===== config.mk =====
export PLATFORM = sky130hd
export DESIGN_NAME = switch_allocator
export DESIGN_NICKNAME = d
export VERILOG_FILES = /design/src/rtl/switch_allocator.sv
export SDC_FILE = /design/constraint.sdc
export NUM_CORES = 1
export LEC_CHECK = 0
export ABC_AREA = 0
export CAP_MARGIN = 15
export CELL_PAD_IN_SITES_DETAIL_PLACEMENT = 0
export CELL_PAD_IN_SITES_GLOBAL_PLACEMENT = 1
export CORE_ASPECT_RATIO = 2
export CORE_MARGIN = 1
export CORE_UTILIZATION = 49
export CTS_CLUSTER_DIAMETER = 200
export DETAILED_ROUTE_END_ITERATION = 12
export MAX_ROUTING_LAYER = met4
export PLACE_DENSITY_LB_ADDON = 0.1
export SLEW_MARGIN = 10
export SYNTH_ARGS = -nofsm -noshare
export SYNTH_HDL_FRONTEND = slang
export SYNTH_SLANG_ARGS = --single-unit

===== constraint.sdc =====
create_clock -name clk -period 14 [get_ports clk]
set_input_delay 2.1 -clock clk [delete_from_list [all_inputs] [get_ports clk]]
set_output_delay 2.1 -clock clk [all_outputs]
set_load 0.03 [all_outputs]

===== src/rtl/switch_allocator.sv =====
// switch_allocator: 5-port round-robin output allocator with wormhole locking
module switch_allocator #(
  parameter int NUM_PORTS = 5,
  parameter int PORT_W = 3
) (
  input  logic                        clk,
  input  logic                        rst,
  input  logic [NUM_PORTS-1:0]        in_valid,
  input  logic [NUM_PORTS*PORT_W-1:0] in_port,
  input  logic [NUM_PORTS-1:0]        in_tail,
  input  logic [NUM_PORTS-1:0]        out_ready,
  output logic [NUM_PORTS-1:0]        in_grant,
  output logic [NUM_PORTS-1:0]        out_valid,
  output logic [NUM_PORTS*PORT_W-1:0] xbar_sel,
  output logic [NUM_PORTS-1:0]        port_err
);
  typedef enum logic {IDLE, LOCKED} st_t;
  st_t               st_q  [NUM_PORTS];
  st_t               st_d  [NUM_PORTS];
  logic [PORT_W-1:0] own_q [NUM_PORTS];
  logic [PORT_W-1:0] own_d [NUM_PORTS];
  logic [PORT_W-1:0] rr_q  [NUM_PORTS];
  logic [PORT_W-1:0] rr_d  [NUM_PORTS];
  logic [NUM_PORTS-1:0] busy;
  logic              found;
  logic [PORT_W-1:0] win;
  logic [PORT_W-1:0] idx;
  logic [PORT_W:0]   sum;
  // Per-output arbitration, lock tracking and crossbar/pop generation
  always_comb begin
    st_d = st_q;
    own_d = own_q;
    rr_d = rr_q;
    in_grant = '0;
    out_valid = '0;
    xbar_sel = '0;
    port_err = '0;
    busy = '0;
    found = 1'b0;
    win = '0;
    idx = '0;
    sum = '0;
    for (int i = 0; i < NUM_PORTS; i++)
      port_err[i] = in_valid[i] & (in_port[i*PORT_W +: PORT_W] > PORT_W'(NUM_PORTS-1));
    for (int o = 0; o < NUM_PORTS; o++)
      if (st_q[o] == LOCKED) busy[own_q[o]] = 1'b1;
    for (int o = 0; o < NUM_PORTS; o++) begin
      found = 1'b0;
      win = own_q[o];
      if (st_q[o] == LOCKED) found = in_valid[own_q[o]];
      else
        for (int k = 0; k < NUM_PORTS; k++) begin
          sum = (PORT_W+1)'(rr_q[o]) + (PORT_W+1)'(k);
          idx = (sum >= (PORT_W+1)'(NUM_PORTS)) ? PORT_W'(sum - (PORT_W+1)'(NUM_PORTS)) : PORT_W'(sum);
          if (!found && in_valid[idx] && !busy[idx] && in_port[int'(idx)*PORT_W +: PORT_W] == PORT_W'(o)) begin
            found = 1'b1;
            win = idx;
          end
        end
      if (found && out_ready[o]) begin
        out_valid[o] = 1'b1;
        xbar_sel[o*PORT_W +: PORT_W] = win;
        in_grant[win] = 1'b1;
        if (st_q[o] == IDLE) begin
          rr_d[o] = (win == PORT_W'(NUM_PORTS-1)) ? '0 : win + PORT_W'(1);
          if (!in_tail[win]) begin
            st_d[o] = LOCKED;
            own_d[o] = win;
          end
        end else if (in_tail[win]) st_d[o] = IDLE;
      end
    end
  end
  // State registers; reset drops all locks and rewinds the pointers
  always_ff @(posedge clk) begin
    if (rst) begin
      st_q <= '{default: IDLE};
      own_q <= '{default: '0};
      rr_q <= '{default: '0};
    end else begin
      st_q <= st_d;
      own_q <= own_d;
      rr_q <= rr_d;
    end
  end
endmodule

After elaboration in Yosys (flattened, before gate mapping)
Cells that the tools add are included.
{"block": "totals", "register_bits": 35, "latchBits": 0, "mem_bits_rw": 0, "mem_bits_ro": 0, "output_inout_bits": 30, "word_cells": 658, "n_memories": 0}
{"block": "classes", "add_sub_neg": 50, "mul": 25, "n_div": 0, "n_lt_le_gt_ge": 75, "n_eq_ne": 25, "shifts": 25, "muxes": 275, "bitwise": 23, "reduce_logical": 145}
{"operator": "$shiftx A15 B6 Y3", "count": 25}
{"operator": "$mux W3", "count": 65}
{"operator": "$bmux W1 S3", "count": 60}
{"operator": "$lt A3 B4 Y1 const B", "count": 35}
{"operator": "$mux W1", "count": 130}
{"operator": "$mul A3 B2 Y5 const B", "count": 25}
{"operator": "$logic_and A1 B1 Y1", "count": 85}
{"operator": "$ge A4 B3 Y1 const B", "count": 20}
{"operator": "$sub A3 B3 Y3 const B", "count": 25}
{"operator": "$mux W5", "count": 10}
{"operator": "$logic_not A1 Y1", "count": 45}
{"operator": "$add A3 B2 Y4 const B", "count": 10}
{"operator": "$or A5 B5 Y5", "count": 8}
{"operator": "$demux W1 S3", "count": 10}
{"operator": "$eq A3 B2 Y1 const B", "count": 10}
{"operator": "$eq A3 B3 Y1 const B", "count": 10}
{"operator": "$ge A3 B1 Y1 const B", "count": 10}
{"operator": "$add A3 B1 Y4 const B", "count": 5}
{"operator": "$add A3 B3 Y4 const B", "count": 5}
{"operator": "$add A3 B1 Y3 const B", "count": 5}
{"operator": "$eq A3 B1 Y1 const B", "count": 5}
{"operator": "$ge A3 B3 Y1 const B", "count": 5}
{"operator": "$gt A3 B3 Y1 const B", "count": 5}
{"operator": "$logic_not A3 Y1", "count": 5}
{"operator": "4 further kinds", "count": 25}

Logic depth before layout (Yosys ltp)
Gate-level depths: netlist of the first run.
{"block": "depth", "word_depth": 57, "depth_mapped": 20, "depth_no_buf": 18}

Worst setup path before layout of the first run
OpenSTA, ideal clock, no wires.
{"block": "synth_path", "path_kind": "input -> output", "from": "input port in_valid[1]", "to": "output port in_grant[2]", "arrival_time_ns": 5.098, "required_time_ns": 11.900, "slack_ns": 6.802, "cell_stages": 12, "cell_sequence": "clkbuf_1 -> mux2i_1 -> mux4_2 -> a211oi_1 -> a32oi_1 -> nor4_2 -> o21a_1 -> o31ai_4 -> nor2_1 -> a22oi_1 -> o31ai_1 -> a211o_1"}
{"block": "synth_via", "elab_chain_cells": 43, "elab_cells_between_ends": 269, "cone_classes": "order compare: 10; mux: 155; bitwise: 4; reduce/logical: 100"}
{"item": "start, declared", "line": "8", "rtl": "input logic [NUM_PORTS-1:0] in_valid,"}
{"item": "$bmux W1 S3", "line": "55", "rtl": "if (!found && in_valid[idx] && !busy[idx] && in_port[int'(idx)*PORT_W +: PORT_W] == PORT_W'(o)) begin"}
{"item": "$mux W1 (implied by the code)", "line": "55"}
{"item": "$logic_and A1 B1 Y1 (2 in a row)", "line": "55"}
{"item": "$mux W1", "line": "55"}
{"item": "$mux W1", "line": "50", "rtl": "if (st_q[o] == LOCKED) found = in_valid[own_q[o]];"}
{"item": "$logic_not A1 Y1", "line": "55"}
{"item": "$logic_and A1 B1 Y1 (3 in a row)", "line": "55"}
{"item": "$mux W1", "line": "55"}
{"item": "[24 not listed]"}
{"item": "$or A5 B5 Y5 (no line)"}
{"item": "$mux W5", "line": "60", "rtl": "if (found && out_ready[o]) begin"}
{"item": "$or A5 B5 Y5 (no line)"}
{"item": "$mux W5", "line": "60"}
{"item": "$or A5 B5 Y5 (no line)"}
{"item": "$mux W5", "line": "60"}
{"item": "$or A5 B5 Y5 (no line)"}
{"item": "$mux W5 (*)", "line": "60"}
{"item": "end, declared", "line": "12", "rtl": "output logic [NUM_PORTS-1:0] in_grant,"}
Mark *: on every way between the ends. The rest lies on a longest branch, timed or not. The select of a mux whose other input is x is not followed.

Worst setup path in the final report of the first run
{"block": "layout_path", "from": "input port in_valid[1]", "to": "output port in_grant[1]"}
Same word-level chain as after synthesis.

==> results.txt, run 1 <==
The flow ran to the end, and the final reports show no timing, DRC or antenna violations. In this run the power density over the cells is between 200 and 300 nW/um^2. TritonCTS built the clock tree. The async set or reset register ratio after synthesis came out at 0%.

The source-to-sink clock delay at the later pin of the worst-skew pair is about 320 ps. The main flop type after synthesis is dfxtp_1. Counting the buffers created by CTS gives 5. CTS built an H-tree with a depth of 2. Of the cells placed in the final design, the portion with a size suffix greater than 1 is 8.45%. The count of cells resized by post-cts repair came out at 0. The die span in y came out at around 200 um. The clock slew at the register clock pins of the worst setup and hold paths came out at about 70 ps. The count of clock tree sinks is 35. The setup slack of the worst register-to-register path came out at ~8300 ps.

The area growth from synthesis to layout is 9.05%. The buffering stage count on the worst path with inverters included is 3. Grouping stages by cell kind, the critical path spends the most delay in simple AND/OR/NAND/NOR gates. In this run the critical register-to-register path is launched from rr_q[0]. The cell count after placement is 1647. The half-perimeter wire length after detailed placement is ~35000 um. The total area inside the core boundary comes to roughly 19000 um^2. The routability congestion estimate from global placement is 1.07. The peak ir drop on the vdd network is about 0.17 mV.

Setup violations remaining at the end of the flow were counted as 0. The data arrival time at the worst-slack endpoint came out at ~7000 ps. The cell sitting at the root of the clock tree is a clkbuf_16. Measured on the finished design, the core utilization comes to a little over half. The width of the chip is about 100 um. The area of the mapped netlist came out at a little under 10000 um^2.

The boundary pin count came out at 62. The design draws roughly 3 mW. The worst hold-check path type is flop to flop.

The average wire per cell in the routed design came out at approximately 28 um. The total setup buffers inserted after CTS is 0. Across all setup checks in the final design, the least slack found is just under 5000 ps. The leakage component of the power is roughly 4 nW. The max-slew violation total from the final report is 0.

The clock tree skew after final layout is roughly 12 ps. Once the floorplan was initialized, standard cells occupied between 50 and 60% of the core. The pre-CTS setup slack came out at roughly 5100 ps.

The number of antenna violations at the first check in global routing came out at 0. Sequential elements use under 10% of the synthesized area. Summed over all layers, the global routing overflow is 0. The highest attainable clock frequency is ~110 MHz. Global routing used a little under half of the available tracks across all layers. Counting buffers and inverters, the worst setup path is 14 cells deep. The net count after synthesis is about 1500. The routed wire length came out at 45900 um. The setup path with the least slack is of type primary input to primary output.

Using the TritonRoute via totals, the vias-per-cell ratio works out to ~7.3. The number of global-route vias before repair is 11800. The critical path ends at in_grant[1]. Across the run, the number of max-cap violations was 0. The maximum number of pins on one net before global-route repair came out at 33. The critical path goes through clkdlybuf4s50_1, inv_1, nor3_1, and3_1, mux2i_1, o211ai_2, nor3_1, and2_1, a31oi_1, nand2_1, nor2_1, a32oi_1, nand3_1, clkdlybuf4s50_1. The most critical setup path has its startpoint at in_valid[1]. After synthesis the netlist holds a flip-flop and latch count of 35.

After synthesis, the netlist uses ~120 different library cells. The largest fanout on the critical path came out at 12. The worst register-to-register path has a depth of 14. The area of the die came out at ~20000 um^2. The actual slew at the worst max-slew pin is between 1000 and 1500 ps. The number of port buffers is just over 60. For this block, the initial DRC count from the detailed router was about 1300.

The post-synthesis cell count is 1388. The Yosys warning count came out at 0. Before antenna repair, the detailed router went through 6 iterations. The endpoint of the lowest-slack register-to-register path is rr_q[2]. The worst setup path is launched from a primary input.

The post-cts hold buffer count is 0. Setup repair after global routing left no endpoint under its margin. The number of instances on the worst hold path is 2. The antenna diode count is 0. The number of synthesized flops with an enable pin is 0. Averaged over all synthesized cells, the footprint is between 7 and 8 um^2. The critical path required time came out at roughly 12000 ps.

The DRC violations left came out at 0. The number of hold violations in the final report is 0. The final route contains between 10000 and 15000 vias. For this run, the slowest stage of the critical path takes around 860 ps. For this run, the post-layout net count is between 1000 and 1500. Measured against its own limit, the worst slew margin works out to approximately 31%.

The count of non-filler cells in the finished layout is ~1700. The remaining antenna violation count after routing came out at 0. Counting along the longest clock path gives a buffer depth of 2.

The ratio of final minimum period to clock period is between 60% and 70%. The total negative setup slack is 0 ps. The number of standard-cell rows in the floorplan came out at slightly above 70. The first global-routing pass estimated approximately 70000 um of wire. For this design, the slowest cell found on the critical path is clkdlybuf4s50_1. The minimum period implied by the final worst setup slack is 9190 ps. The endpoint class of the critical path is a primary output.
==> worst register-to-register path: stages, from the launching register on <==
cell and delay [ps]:
dfxtp_1 840, inv_2 300, ha_1 310, and3b_1 210, or3_1 340, o21ai_1 750
mux4_2 520, mux2i_1 320, o21ai_0 210, o311ai_1 430, o311a_1 470, inv_1 140
ha_1 220, or3_1 350, a311oi_1 250
==> routing by layer <==
layer	vias up	global-route usage, %	share of wire [%]
met5	-	-	0
met4	0	43.1	11
met3	354	15.0	10
met2	810	73.3	47
met1	5618	44.2	32
li1	5379	-	-
==> power breakdown <==
part	internal [mW]	leakage (nW)	total (mW)	switching, mW
clock	0.102	0.0911	0.155	0.0524
sequential	0.128	0.285	0.234	0.107
combinational	0.934	3.63	2.63	1.70
==> per-stage QoR <==
stage | cell area (um^2) | hold WS [ps]
floorplan | 9720 | 573
global placement | 10400 | 627
detailed placement | 10400 | 642
CTS | 10600 | 655
global route | 10600 | 692
finish | 10600 | 661
==> how the worst min path moves through the flow <==
stage / end / slack, ps / startpoint
after floorplan: rr_q[1] / 570 / rr_q[1]
after global placement: rr_q[2] / 630 / rr_q[2]
after detailed placement: own_q[11] / 640 / own_q[11]
after CTS: own_q[11] / 660 / own_q[11]
after global routing: rr_q[2] / 690 / rr_q[2]
final: rr_q[2] / 660 / rr_q[2]
==> area by class of cell <==
class | count | area (um^2)
sequential | 35 | 701
clock inverter | 2 | 60.1
tap | 259 | 324
clock buffer | 6 | 129
timing repair buffer | 73 | 701
inverter | 80 | 300
fill | 2004 | 8760
multi-input combinational | 1200 | 8390
==> cells by family after synthesis <==
family	Yosys count	synth area share, %
buffers and inverters	153	6.65
muxes	69	7.71
adders and majority gates	52	7.08
AOI/OAI and AO/OA	444	33.8
and+or+nand+nor	607	35.0
DFF	35	7.21
xor gates and xnor gates	28	2.52
==> cells in the final DEF, fill, tap and decap left out, types with 17 or more instances in the layout <==
cell               n
a21oi_1           91
nor3_1            51
nand2_1          105
mux2i_1           52
nor2_1           121
nor2b_1           23
dfxtp_1           35
nand3_1           73
nand4_1           27
a211oi_1          17
or3_1             18
nand2b_1          27
a31oi_1           26
o21ai_0           67
inv_1             71
and3_1            19
xnor2_1           27
clkdlybuf4s50_1   61
ha_1              47
==> registers in the layout, summed over array words and instances (netlist names) <==
signal	flops
rr_q	15
own_q	15
st_q	5
==> synthesized netlist by cell type, types with 10 or more instances <==
cell / count / share of area [%]
a211oi_1: 17 / 1.3
a21o_1: 15 / 1.2
a21oi_1: 91 / 4.7
a31oi_1: 26 / 1.7
and2_1: 12 / 0.77
and3_1: 19 / 1.2
and4_1: 13 / 1.2
buf_2: 28 / 1.4
clkbuf_1: 36 / 1.4
dfxtp_1: 35 / 7.2
ha_1: 47 / 6.0
inv_1: 71 / 2.7
mux2_2: 13 / 1.5
mux2i_1: 52 / 5.4
nand2_1: 105 / 4.1
nand2b_1: 27 / 1.7
nand3_1: 73 / 3.8
nand4_1: 27 / 1.7
nand4b_1: 12 / 1.1
nor2_1: 121 / 4.7
nor2b_1: 23 / 1.5
nor3_1: 51 / 2.6
nor4_1: 14 / 0.90
o211ai_1: 16 / 1.2
o21a_1: 14 / 1.1
o21ai_0: 67 / 3.4
o22ai_1: 13 / 0.84
o31ai_1: 14 / 1.1
o32ai_1: 10 / 0.90
or2_2: 10 / 0.64
or3_1: 18 / 1.2
xnor2_1: 27 / 2.4
Power figures use the tool's default switching activity.
==> run 2, diff against run 1 <==
- CORE_UTILIZATION: 49 -> 41
- clock period: 14 -> 7.73 ns (I/O delays scaled with it)
==> run 2 against run 1 <==
Against the previous run: cell count grew 2.7%; register-to-register slack lost 5800 ps; critical path depth grew 1; highest routed layer unchanged; sequential share of layout area shrank 0.098 points; clock skew shrank 4.5 ps; worst hold slack gained 22 ps; via count shrank 4.7%; sequential cell count is the same; first-iteration DRC count shrank 31%; combinational power grew 76%; final area grew 1.5%.
==> results.txt, run 2 (same netlist as run 1, synthesis figures left out) <==
Status: finished, final reports clean (unchanged). The number of hold violations in the final report came to 0 (unchanged). The top cell family by delay on the critical path is buffers and inverters (was simple AND/OR/NAND/NOR gates).

The iteration count of the initial detailed-routing pass is 5 (was 6). The worst hold slack came out at 683 ps (was 661 ps). The number of buffers created by CTS came to 5 (unchanged).

The routed wire length was 44500 um (was 45900 um). The standard cell with the maximum stage delay on the critical path is clkdlybuf4s50_1 (unchanged). The number of antenna violations at the first check in global routing came to 0 (unchanged). Top flop regs: own_q x15, rr_q x15, st_q x5 (unchanged). The delay contributed by the slowest stage of the critical path came out at 940 ps (was 860 ps). The highest attainable clock frequency is 140 MHz. The die span in y is 220 um (was 201 um). The buffering stage count on the worst path with inverters included is 4 (was 3). The peak ir drop on the vdd network is 0.288 mV (was 0.166 mV). The antenna diode count came out at 0 (unchanged). The wire length of the first global-routing pass is 67200 um (was 69400 um). The endpoint class of the critical path was a primary output (unchanged).

The residual overflow from global routing was 0 (unchanged). The max-slew headroom at the worst pin came out at 35.1% (was 30.6%). The share of power burned in combinational logic came to 87.8% (was 87.1%). The data arrival time at the worst-slack endpoint was 5970 ps (was 7090 ps). The total negative setup slack is 0 ps (unchanged). The worst hold-check path type is flop to flop (unchanged). The fraction of final layout cells with drive strength greater than 1 is 9.75% (was 8.45%).

The number of global-route vias before repair is 11500 (was 11800). The max-slew violation total from the final report is 0 (unchanged). The routability congestion estimate from global placement is 1.06 (was 1.07). The total cell area at the placement stage came to 10600 um^2 (was 10400 um^2). The number of port buffers is 61 (unchanged). The critical path required time is 6570 ps (was 11900 ps). The startpoint class of the critical path is a primary input (unchanged). The boundary pin count was 62 (unchanged). The actual slew at the worst max-slew pin came out at 968 ps (was 1030 ps). The remaining antenna violation count after routing came out at 0 (unchanged). The maximum number of pins on one net before global-route repair is 33 (unchanged). The library cell used as clock root buffer is clkbuf_16 (unchanged).

Leading cell types in the layout, fill and taps excluded: nor2_1 (121), nand2_1 (105), a21oi_1 (91) (unchanged). The classification of the worst setup path is primary input to primary output (unchanged). Dividing the final minimum period by the clock period gives 92.2%. The largest fanout on the critical path is 15 (was 12). The internal cell power is 2.12 mW (was 1.16 mW). The area of the die came out at 24400 um^2 (was 20400 um^2). The sequential cell fraction of total power is 7.4% (was 7.8%). The most common cell after layout, fill and taps aside is nor2_1 (unchanged). The deepest level of the CTS H-tree came out at 2 (unchanged). The average wire per cell in the routed design came to 26.2 um (was 27.7 um).

The global-route usage over all layers is 37.0% (was 46.7%). The clock tree skew after final layout came to 6.99 ps (was 11.5 ps). The initial core utilization is 41.9% (was 50.2%).

The TritonCTS clock tree is yes (unchanged). The area growth from synthesis to layout came to 10.7% (was 9.05%). The smallest clock period supported by the final layout is computed as between 7000 and 8000 ps. The initial DRC count came to 878 (was 1269). Crit path cell chain: clkdlybuf4s50_1, mux2i_1, mux4_2, a211oi_1, a32oi_1, nor4_2, nand2_1, o31ai_1, nor2_1, buf_4, nor2_1, nor4_1, buf_4, o21ai_0, clkdlybuf4s50_1 (was clkdlybuf4s50_1, inv_1, nor3_1, and3_1, mux2i_1, o211ai_2, nor3_1, and2_1, a31oi_1, nand2_1, nor2_1, a32oi_1, nand3_1, clkdlybuf4s50_1).

The width of the chip was 111 um (was 102 um). Setup repair after global routing missed its margin: no (unchanged). The DRC violations left came out at 0 (unchanged).

The number of endpoints failing setup at the final stage was 0 (unchanged). The source-to-sink clock delay at the later pin of the worst-skew pair is 300 ps (was 320 ps). The switching power as a share of total power is 60.0% (was 61.5%). The number of vias after detailed routing is 11600 (was 12200). The leakage component of the power is 4.10 nW (was 4.01 nW).

The count of clock tree sinks is 35 (unchanged). The total setup buffers inserted after CTS came to 0 (unchanged). The post-cts hold buffer count is 0 (unchanged). The count of max-cap constraint violations came out at 0 (unchanged). The clock slew at the register clock pins of the worst setup and hold paths is 70 ps (about the same). The relative contribution of the clock network to total power is 4.8% (was 5.1%). The final layout net count is 1499 (was 1479).

The maximum count of clock buffers along a single path was 2 (unchanged). The core outline area came out at 23200 um^2 (was 19400 um^2). The number of standard-cell rows in the floorplan came out at 79 (was 72). The half-perimeter wire length after detailed placement is 36200 um (was 35300 um). The total power divided by cell area is 491 nW/um^2 (was 285 nW/um^2). The total net switching power is 3.17 mW (was 1.86 mW). The average via count per standard cell is 6.82 (was 7.35).

The final design instance area without fill is 10800 um^2 (was 10600 um^2). The count of cells resized by post-cts repair is 0 (unchanged).
-- run 2: path summary, 6_finish.rpt --
path	from	endpoint	slack, ps	cells after the start
setup / recovery	in_valid[2]	in_grant[4]	600	15
hold / removal	rr_q[1]	rr_q[1]	680	2
setup reg to reg	rr_q[13]	rr_q[14]	2430	15
hold reg to reg	rr_q[1]	rr_q[1]	680	2
-- run 2: worst reg2reg max path, stage by stage (launching register included) --
cell      delay (ps)
dfxtp_1          660
inv_1            250
ha_1             670
clkinv_1         390
xnor2_1          480
or4b_2           210
nand4_1          110
and2_1           230
or4_1            510
a311o_1          360
a31oi_1          160
buf_4            220
inv_1            150
ha_1             240
or3_1            340
a311oi_1         240
-- run 2: layout make-up --
cell class / count / area [um^2]
Fill cell: 2470 / 12500
Multi-Input combinational cell: 1200 / 8380
Sequential cell: 35 / 701
Inverter: 80 / 300
Clock buffer: 6 / 139
Clock inverter: 2 / 35.0
Timing Repair Buffer: 93 / 851
Tap cell: 283 / 354
-- run 2: per-layer routing --
layer / global-route usage, % / share of wire [%] / up-vias
li1: - / - / 5417
met1: 36.6 / 35 / 5471
met5: - / 0 / -
met4: 31.4 / 9.5 / 0
met3: 3.85 / 5.3 / 204
met2: 65.2 / 50 / 494
-- run 2: stage by stage --
stage	util (%)	setup slack [ps]	power [mW]	cells
finish	46.3	601	5.29	1699
global route	46.3	319	5.68	1699
CTS	46.3	693	5.22	1699
detailed placement	45.6	776	4.93	1691
global placement	45.6	794	4.94	1691
floorplan	-	2160	3.68	1388
-- run 2: power by group through the flow --
stage          registers, mW  logic [mW]  clock network, mW
2_1_floorplan          0.275        3.41                  0
3_3_place_gp           0.388        4.55                  0
3_5_place_dp           0.390        4.54                  0
4_1_cts                0.385        4.57              0.260
5_1_grt                0.401        5.02              0.263
6_report               0.390        4.64              0.256
==> run 3, diff against run 2 <==
- GPL_ROUTABILITY_DRIVEN: default -> 1
- PLACE_DENSITY_LB_ADDON: 0.1 -> 0.25
==> run 3 against run 2 <==
Against the previous run: first-iteration DRC count up 12%; worst hold slack better by 10 ps; clock skew up 5.0 ps; fmax down 6.2%; combinational power up 3%; critical path type unchanged.
==> results.txt, run 3 (same netlist as run 1, synthesis figures left out) <==
Status: finished, final reports clean (unchanged). Leading cell types in the layout, fill and taps excluded: nor2_1 (121), nand2_1 (105), a21oi_1 (91) (unchanged). The number of antenna violations at the first check in global routing came out at 0 (unchanged). The standard cell with the maximum stage delay on the critical path is clkdlybuf4s50_1 (unchanged). The average wire per cell in the routed design came out at 27.1 um (was 26.2 um). The post-cts hold buffer count came out at 0 (unchanged). The antenna diode count is 0 (unchanged). The count of filler cells inserted in the layout is 2444 (was 2470). The peak ir drop on the vdd network is 0.245 mV (was 0.288 mV). The startpoint class of the critical path is a primary input (unchanged). The area growth from synthesis to layout is 11.3% (was 10.7%). The average via count per standard cell came out at 7.08 (was 6.82). The number of standard-cell rows in the floorplan came to 79 (unchanged). The area taken by flip-flops and latches was 701 um^2 (unchanged). The maximum number of pins on one net before global-route repair is 33 (unchanged). The critical path required time came to 6570 ps (about the same). The delay contributed by the slowest stage of the critical path came out at 690 ps (was 940 ps). The total setup buffers inserted after CTS is 0 (unchanged). The core outline area came out at 23200 um^2 (unchanged). The count of clock tree sinks was 35 (unchanged). The width of the chip came to 111 um (unchanged). The most common cell after layout, fill and taps aside is nor2_1 (unchanged). The total power divided by cell area came out at 503 nW/um^2 (was 491 nW/um^2). The number of hold violations in the final report is 0 (unchanged). The wire length of the first global-routing pass is 69900 um (was 67200 um). The highest attainable clock frequency is 132 MHz (was 140 MHz). The total power of the final layout came out at 5.45 mW (was 5.29 mW).

The iteration count of the initial detailed-routing pass came out at 8 (was 5). The classification of the worst setup path was primary input to primary output (unchanged). The maximum count of clock buffers along a single path was 2 (unchanged). The internal cell power came to 2.17 mW (was 2.12 mW).

The relative contribution of the clock network to total power came out at 5.1% (was 4.8%). The total negative setup slack is 0 ps (unchanged). The global-route usage over all layers is 38.6% (was 37.0%). The total area of multi-input combinational cells is 8380 um^2 (about the same).

The sequential cell fraction of total power came to 7.3% (was 7.4%). The final layout net count came out at 1506 (was 1499). The count of cells resized by post-cts repair is 0 (unchanged).

The area of the die came out at 24400 um^2 (unchanged). The data arrival time at the worst-slack endpoint is 6440 ps (was 5970 ps). The count of max-cap constraint violations is 0 (unchanged). The number of endpoints failing setup at the final stage is 0 (unchanged).

The largest fanout on the critical path was 8 (was 15). The total net switching power came out at 3.28 mW (was 3.17 mW). The deepest level of the CTS H-tree came to 2 (unchanged). The ratio of final minimum period to clock period was 98.3% (was 92.2%). The leakage component of the power was 4.14 nW (was 4.10 nW). The minimum period implied by the final worst setup slack came out at 7600 ps (was 7130 ps). The TritonCTS clock tree is yes (unchanged). The top cell family by delay on the critical path is simple AND/OR/NAND/NOR gates (was buffers and inverters). The half-perimeter wire length after detailed placement came out at 36900 um (was 36200 um). The actual slew at the worst max-slew pin is 1000 ps (was 968 ps). The source-to-sink clock delay at the later pin of the worst-skew pair is 310 ps (was 300 ps). The number of port buffers is 61 (unchanged). The library cell used as clock root buffer is clkbuf_16 (unchanged).

Crit path cell chain: clkdlybuf4s50_1, inv_1, nor3_1, and3_1, mux2i_1, o211ai_2, nor3_1, a221oi_2, nand2_1, a21oi_1, nor2b_1, a21oi_1, nand4_1, clkdlybuf4s50_1 (was clkdlybuf4s50_1, mux2i_1, mux4_2, a211oi_1, a32oi_1, nor4_2, nand2_1, o31ai_1, nor2_1, buf_4, nor2_1, nor4_1, buf_4, o21ai_0, clkdlybuf4s50_1). The endpoint class of the critical path is a primary output (unchanged). The number of buffers created by CTS came out at 5 (unchanged). The clock tree skew after final layout is 12.0 ps (was 6.99 ps). The worst hold-check path type is flop to flop (unchanged). The residual overflow from global routing is 0 (unchanged). The boundary pin count came out at 62 (unchanged). The buffering stage count on the worst path with inverters included is 3 (was 4). The fraction of final layout cells with drive strength greater than 1 was 10.0% (was 9.75%). The max-slew headroom at the worst pin is 32.9% (was 35.1%).

The remaining antenna violation count after routing is 0 (unchanged). The routed wire length is 46200 um (was 44500 um). The number of global-route vias before repair is 12000 (was 11500).

The initial core utilization is 41.9% (unchanged). The number of vias after detailed routing came out at 12100 (was 11600). The clock slew at the register clock pins of the worst setup and hold paths was 60 ps (was 70 ps). The switching power as a share of total power is 60.2% (was 60.0%). The die span in y came out at 220 um (unchanged). The DRC violations left is 0 (unchanged). The share of power burned in combinational logic came out at 87.6% (was 87.8%). Top flop regs: own_q x15, rr_q x15, st_q x5 (unchanged). The max-slew violation total from the final report is 0 (unchanged). Setup repair after global routing missed its margin: no (unchanged). The initial DRC count is 981 (was 878). The routability congestion estimate from global placement came out at 1.08 (was 1.06).
-- run 3: cell types whose count changed in the layout (fill, tap and decap cells not counted), sizes merged --
cell    change
buf         +7
bufinv      +1
clkinv      -1
-- run 3: area by class of cell --
class	count	share of cell area (%)
Multi-Input combinational cell	1200	77.4
Clock inverter	2	0.555
Clock buffer	6	1.19
Timing Repair Buffer	100	8.35
Inverter	80	2.77
Tap cell	283	3.27
Sequential cell	35	6.47
-- run 3: through the flow --
stage / instances / setup WS [ps] / hold slack [ps] / area, um^2 / util (%)
finish: 1706 / 128 / 693 / 10800 / 46.6
global route: 1706 / 96.4 / 711 / 10800 / 46.6
CTS: 1706 / 482 / 680 / 10800 / 46.6
detailed placement: 1698 / 510 / 675 / 10600 / 45.8
global placement: 1698 / 508 / 666 / 10600 / 45.8
floorplan: 1388 / 2160 / 573 / 9720 / -
-- run 3: metal layers --
metal  global-route usage, %  wire length, um
met3                    5.58             2840
met2                    68.4            23400
met4                    35.6             4650
met5                       -                0
met1                    35.6            15300
-- run 3: final timing paths --
kind / cells past startpoint / startpoint / slack (ps) / to
hold reg to reg: 3 / rr_q[12] / 690 / rr_q[12]
hold / removal: 3 / rr_q[12] / 690 / rr_q[12]
setup reg to reg: 16 / rr_q[3] / 2250 / rr_q[5]
setup / recovery: 14 / in_valid[1] / 130 / in_grant[0]
-- run 3: worst reg2reg max path: stages (launching register included) --
cell and delay [ps]:
dfxtp_1 440, inv_1 190, ha_1 350, ha_1 530, a211o_1 380, a22oi_1 420, mux2_2 420, a21oi_1 390
a2bb2oi_1 270, o2111ai_1 300, a21boi_0 280, nor2b_1 550, inv_1 140, ha_1 230, nor3_1 180, a211oi_1 80
a211oi_1 240
-- run 3: power groups by stage --
stage | Sequential (mW) | Combinational [mW] | Clock (mW)
floorplan | 0.275 | 3.41 | 0
global placement | 0.388 | 4.65 | 0
global route | 0.402 | 5.14 | 0.290
CTS | 0.387 | 4.67 | 0.283
finish | 0.397 | 4.77 | 0.278
detailed placement | 0.392 | 4.64 | 0
==> patch: new RTL, settings of run 3 <==
Set the parameter `PORT_W` to 6 (it was 3).
--- a/src/rtl/switch_allocator.sv
+++ b/src/rtl/switch_allocator.sv
@@ -1,7 +1,7 @@
 // switch_allocator: 5-port round-robin output allocator with wormhole locking
 module switch_allocator #(
   parameter int NUM_PORTS = 5,
-  parameter int PORT_W = 3
+  parameter int PORT_W = 6
 ) (
   input  logic                        clk,
   input  logic                        rst,
Interface: changed (resized in_port and xbar_sel); port bits go from 62 to 92. The function was not compared with the original's and may differ.
==> patch against run 3 <==
Design area increased by 120%. Area after synthesis grew 110%. Worst setup slack worse by 100 ps. Sequential cell count rose by 30. Combinational power rose by 82%. Core utilization is 0.93 points higher. Power up 77%. Synthesized cell count grew 120%. Critical path depth is 3 higher. Routed wire length increased to 2.7 times the old value. Largest power group unchanged. Highest routed layer unchanged.
==> patch: results (changes against run 3) <==
worst_setup_path:
  critPathLaunch: "in_port[12]"  # was in_valid[1]
  r2r-end: "own_q[28]$_SDFFE_PP0P_"  # was rr_q[5]$_SDFFE_PP0P_
  cp-endpoint: "in_grant[1]"  # was in_grant[0]
  critPathMaxFanout: 12  # was 8
  r2r_slack_ps: 1160  # was 2250 ps
  max_stage_delay_ps: 880  # was 690 ps
  r2r_start: "rr_q[24]$_SDFFE_PP0P_"  # was rr_q[3]$_SDFFE_PP0P_
  r2r_cells: 17  # was 16
pwr:
  ir_worst_vdd_mv: 0.649  # was 0.245 mV
  p_leak_nw: 8.96  # was 4.14 nW
  p_seq_uw: 485  # was 397 uW
  switching_power_mw: 5.96  # was 3.28 mW
synthesis:
  synth_adder_area_share_pct: 4.63  # was 7.08%
  yosysSeqAreaShare_pct: 6.41  # was 7.21%
  synth_compound_area_share_pct: 34.3  # was 33.8%
  synthCells: 3002  # was 1388
  synth_area_leaders: "dfxtp_1, nor2_1, nand2_1"  # was dfxtp_1, ha_1, mux2i_1
  yosys.cell_types.count: 123  # was 116
  syn_nets: 3124  # was 1472
  synth_xor_area_share_pct: 6.25  # was 2.52%
  synth.area.mux_share_pct: 8.58  # was 7.71%
  synth_common_cells: "nor2_1, nand2_1, a21oi_1, o21ai_0, clkbuf_1"  # was nor2_1, nand2_1, a21oi_1, nand3_1, inv_1
grt:
  grt_pass1_wl_um: 178000  # was 69900 um
  grt_max_degree: 75  # was 33
  grt_pass1_vias: 26300  # was 12000
  grtUsageMet2_pct: 80.4  # was 68.4%
  grt_use_met3_pct: 11.5  # was 5.58%
  gr-usage-all-layers_pct: 49.4  # was 38.6%
  antenna_found_initial: 5  # was 0
detailed_routing:
  wl_met1_um: 39600  # was 15300 um
  wl_met2_um: 57400  # was 23400 um
  drtIter0Drc: 3202  # was 981
  drt-pass1-iter-count: 7  # was 8
  drt-wirelength-per-cell_um: 32.8  # was 27.1 um
placed_design:
  dp_hpwl_um: 96900  # was 36900 um
  gp_congestion: 1.13  # was 1.08
  io_buffers: 91  # was 61
  post-place-cells: 3751  # was 1698
clock_network:
  htreeDepth: 3  # was 2
  clock_latency_ps: 430  # was 310 ps
  cts_made_buffers: 9  # was 5
timing:
  finClkSkew_ps: 19.0  # was 12.0 ps
  relSlewSlack_pct: 14.9  # was 32.9%
cells_and_area:
  stdcell_count: 3776  # was 1706
  nFillCells: 5092  # was 2444
  nets: 3244  # was 1506
  reg.largest.list: "own_q (30), rr_q (30), st_q (5)"  # was own_q (15), rr_q (15), st_q (5)
outcome:
  status: "complete, no violations"  # unchanged
worst_hold_path:
  min_from: "own_q[15]$_SDFFE_PP0P_"  # was rr_q[12]$_SDFFE_PP0P_
## patch: cell types whose count changed in the layout (fill, tap and decap cells not counted), sizes merged, moves of 32 or more
| cell | run 3 | this run |
|---|---|---|
| nand4 | 27 | 64 |
| nor2 | 123 | 308 |
| o21ai | 70 | 153 |
| a211oi | 22 | 54 |
| nand2 | 105 | 267 |
| a21oi | 92 | 167 |
| nor3 | 54 | 130 |
| nand3 | 75 | 127 |
| xor2 | 1 | 38 |
| mux2i | 52 | 97 |
| buf | 39 | 271 |
| xnor2 | 27 | 105 |
## patch: area by class of cell
class	instances	area [sq um]	area share, %
Inverter	96	362	1.55
Multi-Input combinational cell	2604	17700	75.9
Clock buffer	9	225	0.966
Timing Repair Buffer	346	2830	12.2
Tap cell	643	805	3.45
Antenna cell	6	15.0	0.0644
Sequential cell	65	1310	5.60
Clock inverter	7	81.3	0.349
## patch: worst min-delay path by stage
stage,to,cells after the start
3_3_place_gp,own_q[15]$_SDFFE_PP0P_,2
4_1_cts,own_q[15]$_SDFFE_PP0P_,2
2_1_floorplan,own_q[27]$_SDFFE_PP0P_,2
6_report,own_q[15]$_SDFFE_PP0P_,2
5_1_grt,own_q[15]$_SDFFE_PP0P_,2
3_5_place_dp,own_q[15]$_SDFFE_PP0P_,2
## patch: through the flow
step                instance area (sq um)  total power [mW]  setup slack [ps]  hold slack (ps)  util [%]
floorplan                           20300              5.82               934              461         -
global placement                    22900              8.66             0.199              505      46.6
detailed placement                  22900              8.72              81.4              494      46.6
CTS                                 23200              9.24              36.3              504      47.2
global route                        23300              10.1              -112              531      47.5
finish                              23300              9.64              25.3              507      47.5
## patch: what timing repair did
item                       4_1_cts  5_1_grt
setup endpoints to repair        1       11
pin swaps                        0        1
resized for setup                1       31
setup buffers                    0        3
hold buffers                     0        0
